[src/rtl/ahb_pkg.sv]
// Shared AHB-Lite encodings and the master's control FSM states.
package ahb_pkg;

   localparam logic [1:0] HTRANS_IDLE   = 2'b00;
   localparam logic [1:0] HTRANS_NONSEQ = 2'b10;

   localparam logic [2:0] HBURST_SINGLE = 3'b000;

   localparam logic [2:0] HSIZE_BYTE = 3'b000;
   localparam logic [2:0] HSIZE_HALF = 3'b001;
   localparam logic [2:0] HSIZE_WORD = 3'b010;

   localparam logic HRESP_OKAY  = 1'b0;
   localparam logic HRESP_ERROR = 1'b1;

   typedef enum logic [1:0] {
      ST_RUN,
      ST_ERR,
      ST_FLUSH
   } fsm_e;

endpackage

[src/rtl/ahb_lite_master.sv]
// AHB-Lite initiator: valid/ready commands in, single pipelined
// transfers out, one in-order response per command.
module ahb_lite_master
   import ahb_pkg::*;
#(
   parameter int ADDR_WIDTH = 32,
   parameter int DATA_WIDTH = 32
) (
   input  logic                  CLK,
   input  logic                  RST,
   input  logic                  cmd_valid,
   output logic                  cmd_ready,
   input  logic                  cmd_write,
   input  logic [ADDR_WIDTH-1:0] cmd_addr,
   input  logic [2:0]            cmd_size,
   input  logic [DATA_WIDTH-1:0] cmd_wdata,
   output logic                  rsp_valid,
   output logic [DATA_WIDTH-1:0] rsp_rdata,
   output logic                  rsp_error,
   output logic [ADDR_WIDTH-1:0] HADDR,
   output logic [1:0]            HTRANS,
   output logic                  HWRITE,
   output logic [2:0]            HSIZE,
   output logic [2:0]            HBURST,
   output logic [DATA_WIDTH-1:0] HWDATA,
   input  logic [DATA_WIDTH-1:0] HRDATA,
   input  logic                  HREADY,
   input  logic                  HRESP
);

   fsm_e                  fsm_q, fsm_d;
   logic                  cancel_q, cancel_d;

   logic                  ap_valid_q, ap_valid_d;
   logic                  ap_write_q, ap_write_d;
   logic [ADDR_WIDTH-1:0] ap_addr_q, ap_addr_d;
   logic [2:0]            ap_size_q, ap_size_d;
   logic [DATA_WIDTH-1:0] ap_wdata_q, ap_wdata_d;

   logic                  dp_valid_q, dp_valid_d;
   logic                  dp_write_q, dp_write_d;
   logic [DATA_WIDTH-1:0] dp_wdata_q, dp_wdata_d;

   logic                  rsp_valid_q, rsp_valid_d;
   logic                  rsp_error_q, rsp_error_d;
   logic [DATA_WIDTH-1:0] rsp_rdata_q, rsp_rdata_d;

   always_ff @(posedge CLK or negedge RST) begin
      if (!RST) begin
         fsm_q       <= ST_RUN;
         cancel_q    <= 1'b0;
         ap_valid_q  <= 1'b0;
         ap_write_q  <= 1'b0;
         ap_addr_q   <= '0;
         ap_size_q   <= HSIZE_WORD;
         ap_wdata_q  <= '0;
         dp_valid_q  <= 1'b0;
         dp_write_q  <= 1'b0;
         dp_wdata_q  <= '0;
         rsp_valid_q <= 1'b0;
         rsp_error_q <= 1'b0;
         rsp_rdata_q <= '0;
      end else begin
         fsm_q       <= fsm_d;
         cancel_q    <= cancel_d;
         ap_valid_q  <= ap_valid_d;
         ap_write_q  <= ap_write_d;
         ap_addr_q   <= ap_addr_d;
         ap_size_q   <= ap_size_d;
         ap_wdata_q  <= ap_wdata_d;
         dp_valid_q  <= dp_valid_d;
         dp_write_q  <= dp_write_d;
         dp_wdata_q  <= dp_wdata_d;
         rsp_valid_q <= rsp_valid_d;
         rsp_error_q <= rsp_error_d;
         rsp_rdata_q <= rsp_rdata_d;
      end
   end

   always_comb begin
      fsm_d       = fsm_q;
      cancel_d    = cancel_q;
      ap_valid_d  = ap_valid_q;
      ap_write_d  = ap_write_q;
      ap_addr_d   = ap_addr_q;
      ap_size_d   = ap_size_q;
      ap_wdata_d  = ap_wdata_q;
      dp_valid_d  = dp_valid_q;
      dp_write_d  = dp_write_q;
      dp_wdata_d  = dp_wdata_q;
      rsp_valid_d = 1'b0;
      rsp_error_d = 1'b0;
      rsp_rdata_d = '0;

      unique case (fsm_q)
         ST_RUN: begin
            if (HREADY) begin
               if (dp_valid_q) begin
                  rsp_valid_d = 1'b1;
                  rsp_error_d = HRESP;
                  if (!dp_write_q && HRESP == HRESP_OKAY)
                     rsp_rdata_d = HRDATA;
               end
               dp_valid_d = ap_valid_q;
               dp_write_d = ap_write_q;
               dp_wdata_d = ap_wdata_q;
               ap_valid_d = cmd_valid;
               if (cmd_valid) begin
                  ap_write_d = cmd_write;
                  ap_addr_d  = cmd_addr;
                  ap_size_d  = cmd_size;
                  ap_wdata_d = cmd_wdata;
               end
            end else if (HRESP == HRESP_ERROR && dp_valid_q) begin
               // first error cycle: pull the queued address phase
               fsm_d      = ST_ERR;
               ap_valid_d = 1'b0;
               cancel_d   = ap_valid_q;
            end
         end
         ST_ERR: begin
            if (HREADY) begin
               rsp_valid_d = 1'b1;
               rsp_error_d = 1'b1;
               dp_valid_d  = 1'b0;
               fsm_d       = cancel_q ? ST_FLUSH : ST_RUN;
            end
         end
         ST_FLUSH: begin
            rsp_valid_d = 1'b1;
            rsp_error_d = 1'b1;
            cancel_d    = 1'b0;
            fsm_d       = ST_RUN;
         end
         default: begin
            fsm_d = ST_RUN;
         end
      endcase
   end

   assign cmd_ready = HREADY && (fsm_q == ST_RUN);

   assign HADDR  = ap_addr_q;
   assign HTRANS = ap_valid_q ? HTRANS_NONSEQ : HTRANS_IDLE;
   assign HWRITE = ap_write_q;
   assign HSIZE  = ap_size_q;
   assign HBURST = HBURST_SINGLE;
   assign HWDATA = dp_wdata_q;

   assign rsp_valid = rsp_valid_q;
   assign rsp_error = rsp_error_q;
   assign rsp_rdata = rsp_rdata_q;

endmodule

[config.mk]
export PLATFORM = sky130hd
export DESIGN_NAME = ahb_lite_master
export DESIGN_NICKNAME = d
export VERILOG_FILES = /design/src/rtl/ahb_pkg.sv /design/src/rtl/ahb_lite_master.sv
export SDC_FILE = /design/constraint.sdc
export NUM_CORES = 1
export LEC_CHECK = 0
export ABC_AREA = 1
export ABC_CLOCK_PERIOD_IN_PS = 2020
export CELL_PAD_IN_SITES_DETAIL_PLACEMENT = 1
export CELL_PAD_IN_SITES_GLOBAL_PLACEMENT = 1
export CORE_UTILIZATION = 34
export CTS_CLUSTER_DIAMETER = 80
export DETAILED_ROUTE_END_ITERATION = 7
export PLACE_DENSITY_LB_ADDON = 0.3
export SLEW_MARGIN = 25
export SYNTH_ARGS = -nofsm -noshare
export SYNTH_HDL_FRONTEND = slang
export SYNTH_SLANG_ARGS = --single-unit
[constraint.sdc]
create_clock -name CLK -period 2.02 [get_ports CLK]
set_clock_uncertainty 0.05 [all_clocks]
set_input_delay 0.202 -clock CLK [delete_from_list [all_inputs] [get_ports CLK]]
set_output_delay 0.202 -clock CLK [all_outputs]
set_load 0.005 [all_outputs]
; After elaboration in Yosys (flattened, before gate mapping)
; Index checks and enable logic that the tools add are counted.
[word_totals]
regBits = 140
inputBits = 105
out_inout_bits = 108
word_cells = 59
[op_classes]
eq_ne = 6
muxes = 25
bitwise_logic = 1
reduce_logical = 14
[ops]
columns = operator, n
row1 = two-way mux 32 bit, 4
row2 = AND reduction 3 bit, 4
row3 = two-way mux 1 bit, 11
row4 = two-way mux 2 bit, 5
row5 = inequality test 2 bit (second input constant), 4
row6 = case mux 1 bit (3 select lines), 2
row7 = nonzero test 2 bit, 3
row8 = case mux 1 bit (2 select lines), 2
row9 = case mux 2 bit (2 select lines), 1
row10 = AND reduction 2 bit, 2
row11 = logical AND 1 bit, 3
row12 = == test 2 x 1 -> 1 bit (second input constant), 1
row13 = == test 2 bit (second input constant), 1
row14 = zero test 2 bit, 1
row15 = zero test 1 bit, 1
row16 = NOT 1 bit, 1

; Logic depth before layout (Yosys ltp)
[logic_depth]
ltp_word = 6
ltp_mapped = 8
mapped_depth_nobuf = 5

; Worst setup path before layout
; OpenSTA, ideal clock, no wires.
[synth_path]
path_kind = reg-to-reg
start = reg fsm_q[0]
end = reg ap_addr_q[10], in the netlist HADDR[10]
setup_time_ns = 0.117
arrival_ns = 1.105
t_required_ns = 1.853
setup_slack_ns = 0.749
path_stages_with_launch = 7
n_path_buf = 2
synth_period_minus_slack_ns = 1.271
path_cell_list = dfrtp_1 -> nor2_4 -> nand2_1 -> buf_2 -> buf_6 -> nand2_1 -> nand2_1
[synth_via]
elab_chain_len = 2
[synth_rtl]
columns = item, line
row1 = "start, declared", ahb_lite_master.sv:31  ; fsm_e fsm_q, fsm_d;
row2 = "start signal, assigned", ahb_lite_master.sv:64  ; fsm_q <= fsm_d;
row3 = zero test 2 bit, ahb_lite_master.sv:95  ; unique case (fsm_q)
row4 = AND reduction 3 bit (no line), --
row5 = "end signal, assigned", ahb_lite_master.sv:68  ; ap_addr_q <= ap_addr_d;
row6 = "end, declared", ahb_lite_master.sv:36  ; logic [ADDR_WIDTH-1:0] ap_addr_q, ap_addr_d;
; Every way passes these cells.
; A chain may end at the register's enable or synchronous reset.

; Worst setup path after layout
[layout_path]
start = reg ap_size_q[1], in the netlist HSIZE[1]
end = out HSIZE[1]
[layout_rtl]
columns = item, line
row1 = "start, declared", ahb_lite_master.sv:37  ; logic [2:0] ap_size_q, ap_size_d;
row2 = "start signal, assigned", ahb_lite_master.sv:69  ; ap_size_q <= ap_size_d;
row3 = "end, declared", ahb_lite_master.sv:23  ; output logic [2:0] HSIZE,
; No word-level cell between the ends.

==> metrics list <==
- Outcome: complete, no violations
- Synth area leader: dfrtp_1
- Entering global routing, the biggest net connects 61 pins.
* Utilization of the core after routing: 54.0%
* Mean instance size in the synthesized netlist: 9.11 um2
* Largest delay contributor family on the critical path: flip-flops
- Number of global-route vias before repair: 5212
- Relative area change from synthesis to final layout: 54.6%
- The die is 127 um tall.
* CTS tree: built
- For this run, global-route usage on met3 was measured as 6.03%.
- The worst hold path belongs to the class in -> async.
- Post-synthesis instance area: 5330 um2
- Drt first-iter violations: 219
* Proportion of register bits with asynchronous set or reset after synthesis: 100%
- At the later pin of the worst-skew pair, clock insertion delay measures 0.42 ns.
- Together, buffers and inverters on the worst path number 1.
- For this block, the routed nets add up to 16400 um of wire.
- Unrepaired setup endpoints after global routing: no
* Number of enable flip-flop cells after synthesis: 0
* Post-Route Hold Slack: 0.246 ns
* Peak clock frequency supported by timing: 0.587 GHz
* Arrival @ worst endpoint: 1.45 ns
- Wirelength per Cell: 16.2 um
- The floorplan has 45 rows.
- Across all layers, the routed design uses 4670 vias.
- Simple-gate area share of the yosys netlist: 29.7%
* Setup Crit Path Kind: reg -> out
- The signal on the critical path passes through clkdlybuf4s50_1.
- In this run the count of I/O pins placed on the die edge is 213.
* Worst path required time: 1.77 ns
- Effective utilization at floorplan: 34.9%
- The clock tree synthesis step divided the H-tree into 4 levels.
- First-pass GRT wire length: 26900 um
- Met2 track utilization from global routing: 38.7%
- Area of the die: 16200 um2
- The clock drives 140 sinks.
- At the end of the flow, the number of nets in the layout was 898.
- For the final routed database, the setup TNS stands at 0 ns.
- Multiplexer share of the synthesized area: 0%
- Final critical delay including setup and external delays: 1.70 ns
* Critical path endpoint category: primary output
* Post-CTS Setup Repair Bufs: 0
- Clock-pin slew was measured on the worst setup and hold paths at 0.06 ns.
- Ranked by total cell area, the synthesized netlist is headed by dfrtp_1 (65%), nand2_1 (20%), nand3_1 (6.7%), nor2_1 (2.7%), buf_2 (1.4%).
- Worst-case headroom to the max-slew limit: 58.4%
- Of the total synthesized cell area, the portion taken by XOR and XNOR cells is 0%.
* N_diodes: 0
- Register area share after synthesis: 65.8%
* Transition time at the pin with the least slew margin: 0.622 ns
- Final setup violating endpoints: 0
* Biggest fanout along the worst timing path: 2
- Summing the areas of all fa, ha and maj instances in the mapped netlist gives 0% of the synthesized area.
* Kind of launch point of the worst setup path: flop
- The worst-case IR drop observed on VDD is 0.000639 V.
* Final max-slew violation count: 0
- Area inside the core boundary: 15300 um2
- In this run the static leakage power is 4.03 nW.
- Final worst-path cycle share: 84.4%
- After detailed routing, the number of vias per cell comes to 4.60.
* Remaining Overflow, GRT: 0
* Crit path max-delay cell type: dfstp_2
* Count of filler cells inserted in the layout: 1735
* Iteration count of the initial detailed-routing pass: 4
- Top cells by instance count after synthesis: nand2_1 (282), dfrtp_1 (139), nand3_1 (71), nor2_1 (38), clkbuf_1 (16)
* Most used standard cell by instance count after synthesis: nand2_1
- For this run, design rule violations remaining after detail routing come to 0.
- In this run the power density over the cells is 1080 nW/um2.
- Proportion of netlist area held by the largest area contributor: 65.3%
- At the end of routability-driven placement, the weighted congestion stood at 0.737.
* TritonCTS buffer count: 17
- Reported max-cap violation count: 0
* Antenna Nets Post-Route: 0
- CTS Root Buffer Type: clkbuf_16
* Number of buffers between clock root and the deepest sink: 2
- Aggregate global-route resource usage: 21.8%
* Horiz. Die Dim: 127 um
- Synth cell types: 16
* M1 GR Usage: 24.9%
- Layout cell share with drive strength beyond 1: 6.58%
- CP peak stage delay: 0.54 ns
- Most used flip-flop cell after synthesis: dfrtp_1
- The cell count after synthesis came out at 585.
- Complex-gate fraction of the synthesized area: 0.282%
* Number of hold violations in the final report: 0
* Post-DP HPWL: 11400 um
- Dominant combinational cell family by area after synthesis: simple AND/OR/NAND/NOR gates
- Most congested layer reported by global routing: met2
- Yosys reg bits: 140
- Number of I/O port buffers: 208
- Yosys warns: 0
* Antenna violations before repair: 0
-- cell type report --
cell class	instances	area, um2	area share (%)
Sequential cell	140	3510	42.5
Timing Repair Buffer	225	2230	27.0
Multi-Input combinational cell	401	1620	19.6
Clock buffer	24	482	5.85
Tap cell	211	264	3.20
Clock inverter	7	113	1.37
Inverter	8	32.5	0.395
-- cell usage in the layout (no fill, tap or decap), drive strengths merged --
cell type,instances
nand2,284
clkdlybuf4s50,206
clkinvlp,1
nor2,39
nand3,71
o21ai,3
conb,4
inv,8
clkbuf,24
buf,17
dlymetal6s2s,1
bufinv,3
clkinv,3
dfstp,1
dlygate4sd3,1
dfrtp,139
-- through the flow --
step                      cell area [um2]  power, mW  std cells  worst slack (ns)
final                                8240       8.89       1016             0.315
after global routing                 8240       9.37       1016             0.233
after CTS                            8240       9.00       1016            0.0232
after detailed placement             7630       5.80        984             0.191
after global placement               7630       5.68        984             0.290
after floorplan                      5340       4.43        588             0.749
-- path summary, 6_finish.rpt --
path | from | end | slack [ns] | cells after the start
setup / recovery | HSIZE[1] | HSIZE[1] | 0.32 | 1
max in group asynchronous | RST | fsm_q[0] | 0.95 | 3
setup reg to reg | fsm_q[0] | HADDR[0] | 0.35 | 6
hold reg to reg | ap_wdata_q[3] | ap_wdata_q[3] | 0.42 | 2
hold / removal | RST | ap_wdata_q[9] | 0.25 | 2
min in group CLK | HRDATA[0] | rsp_rdata[0] | 0.27 | 3
-- state kept, by name (all words and copies together), names as in the netlist --
signal,count
fsm_q,2
cancel_q,1
HSIZE,3
ap_valid_q,1
HWRITE,1
dp_write_q,1
rsp_valid,1
HWDATA,32
dp_valid_q,1
rsp_error,1
rsp_rdata,32
ap_wdata_q,32
HADDR,32
-- timing repair --
action,4_1_cts,5_1_grt
hold endpoints to repair,45,0
hold buffers,1,0
endpoints found under the setup margin,1,1
cloned,0,0
gates resized for setup,1,2
-- metal layers --
metal  wire (um)  share of wire [%]
met1        6710                 41
met2        8560                 52
met3         850                5.2
met4         329                2.0
met5           0                  0
-- logic make-up (layout without fill, tap and decap cells) --
family | count (synthesis) | after routing
AO/OA/AOI/OAI | 3 | 3
AND/OR/NAND/NOR | 394 | 394
buffers and inverters | 47 | 264
other | 1 | 4
flip-flops | 140 | 140
-- power by group --
group,internal [mW],total [mW],switching [mW]
Sequential,3.36,3.69,0.329
Clock,2.03,3.16,1.13
Combinational,1.11,2.05,0.933
(Power assumes the default switching activity.)
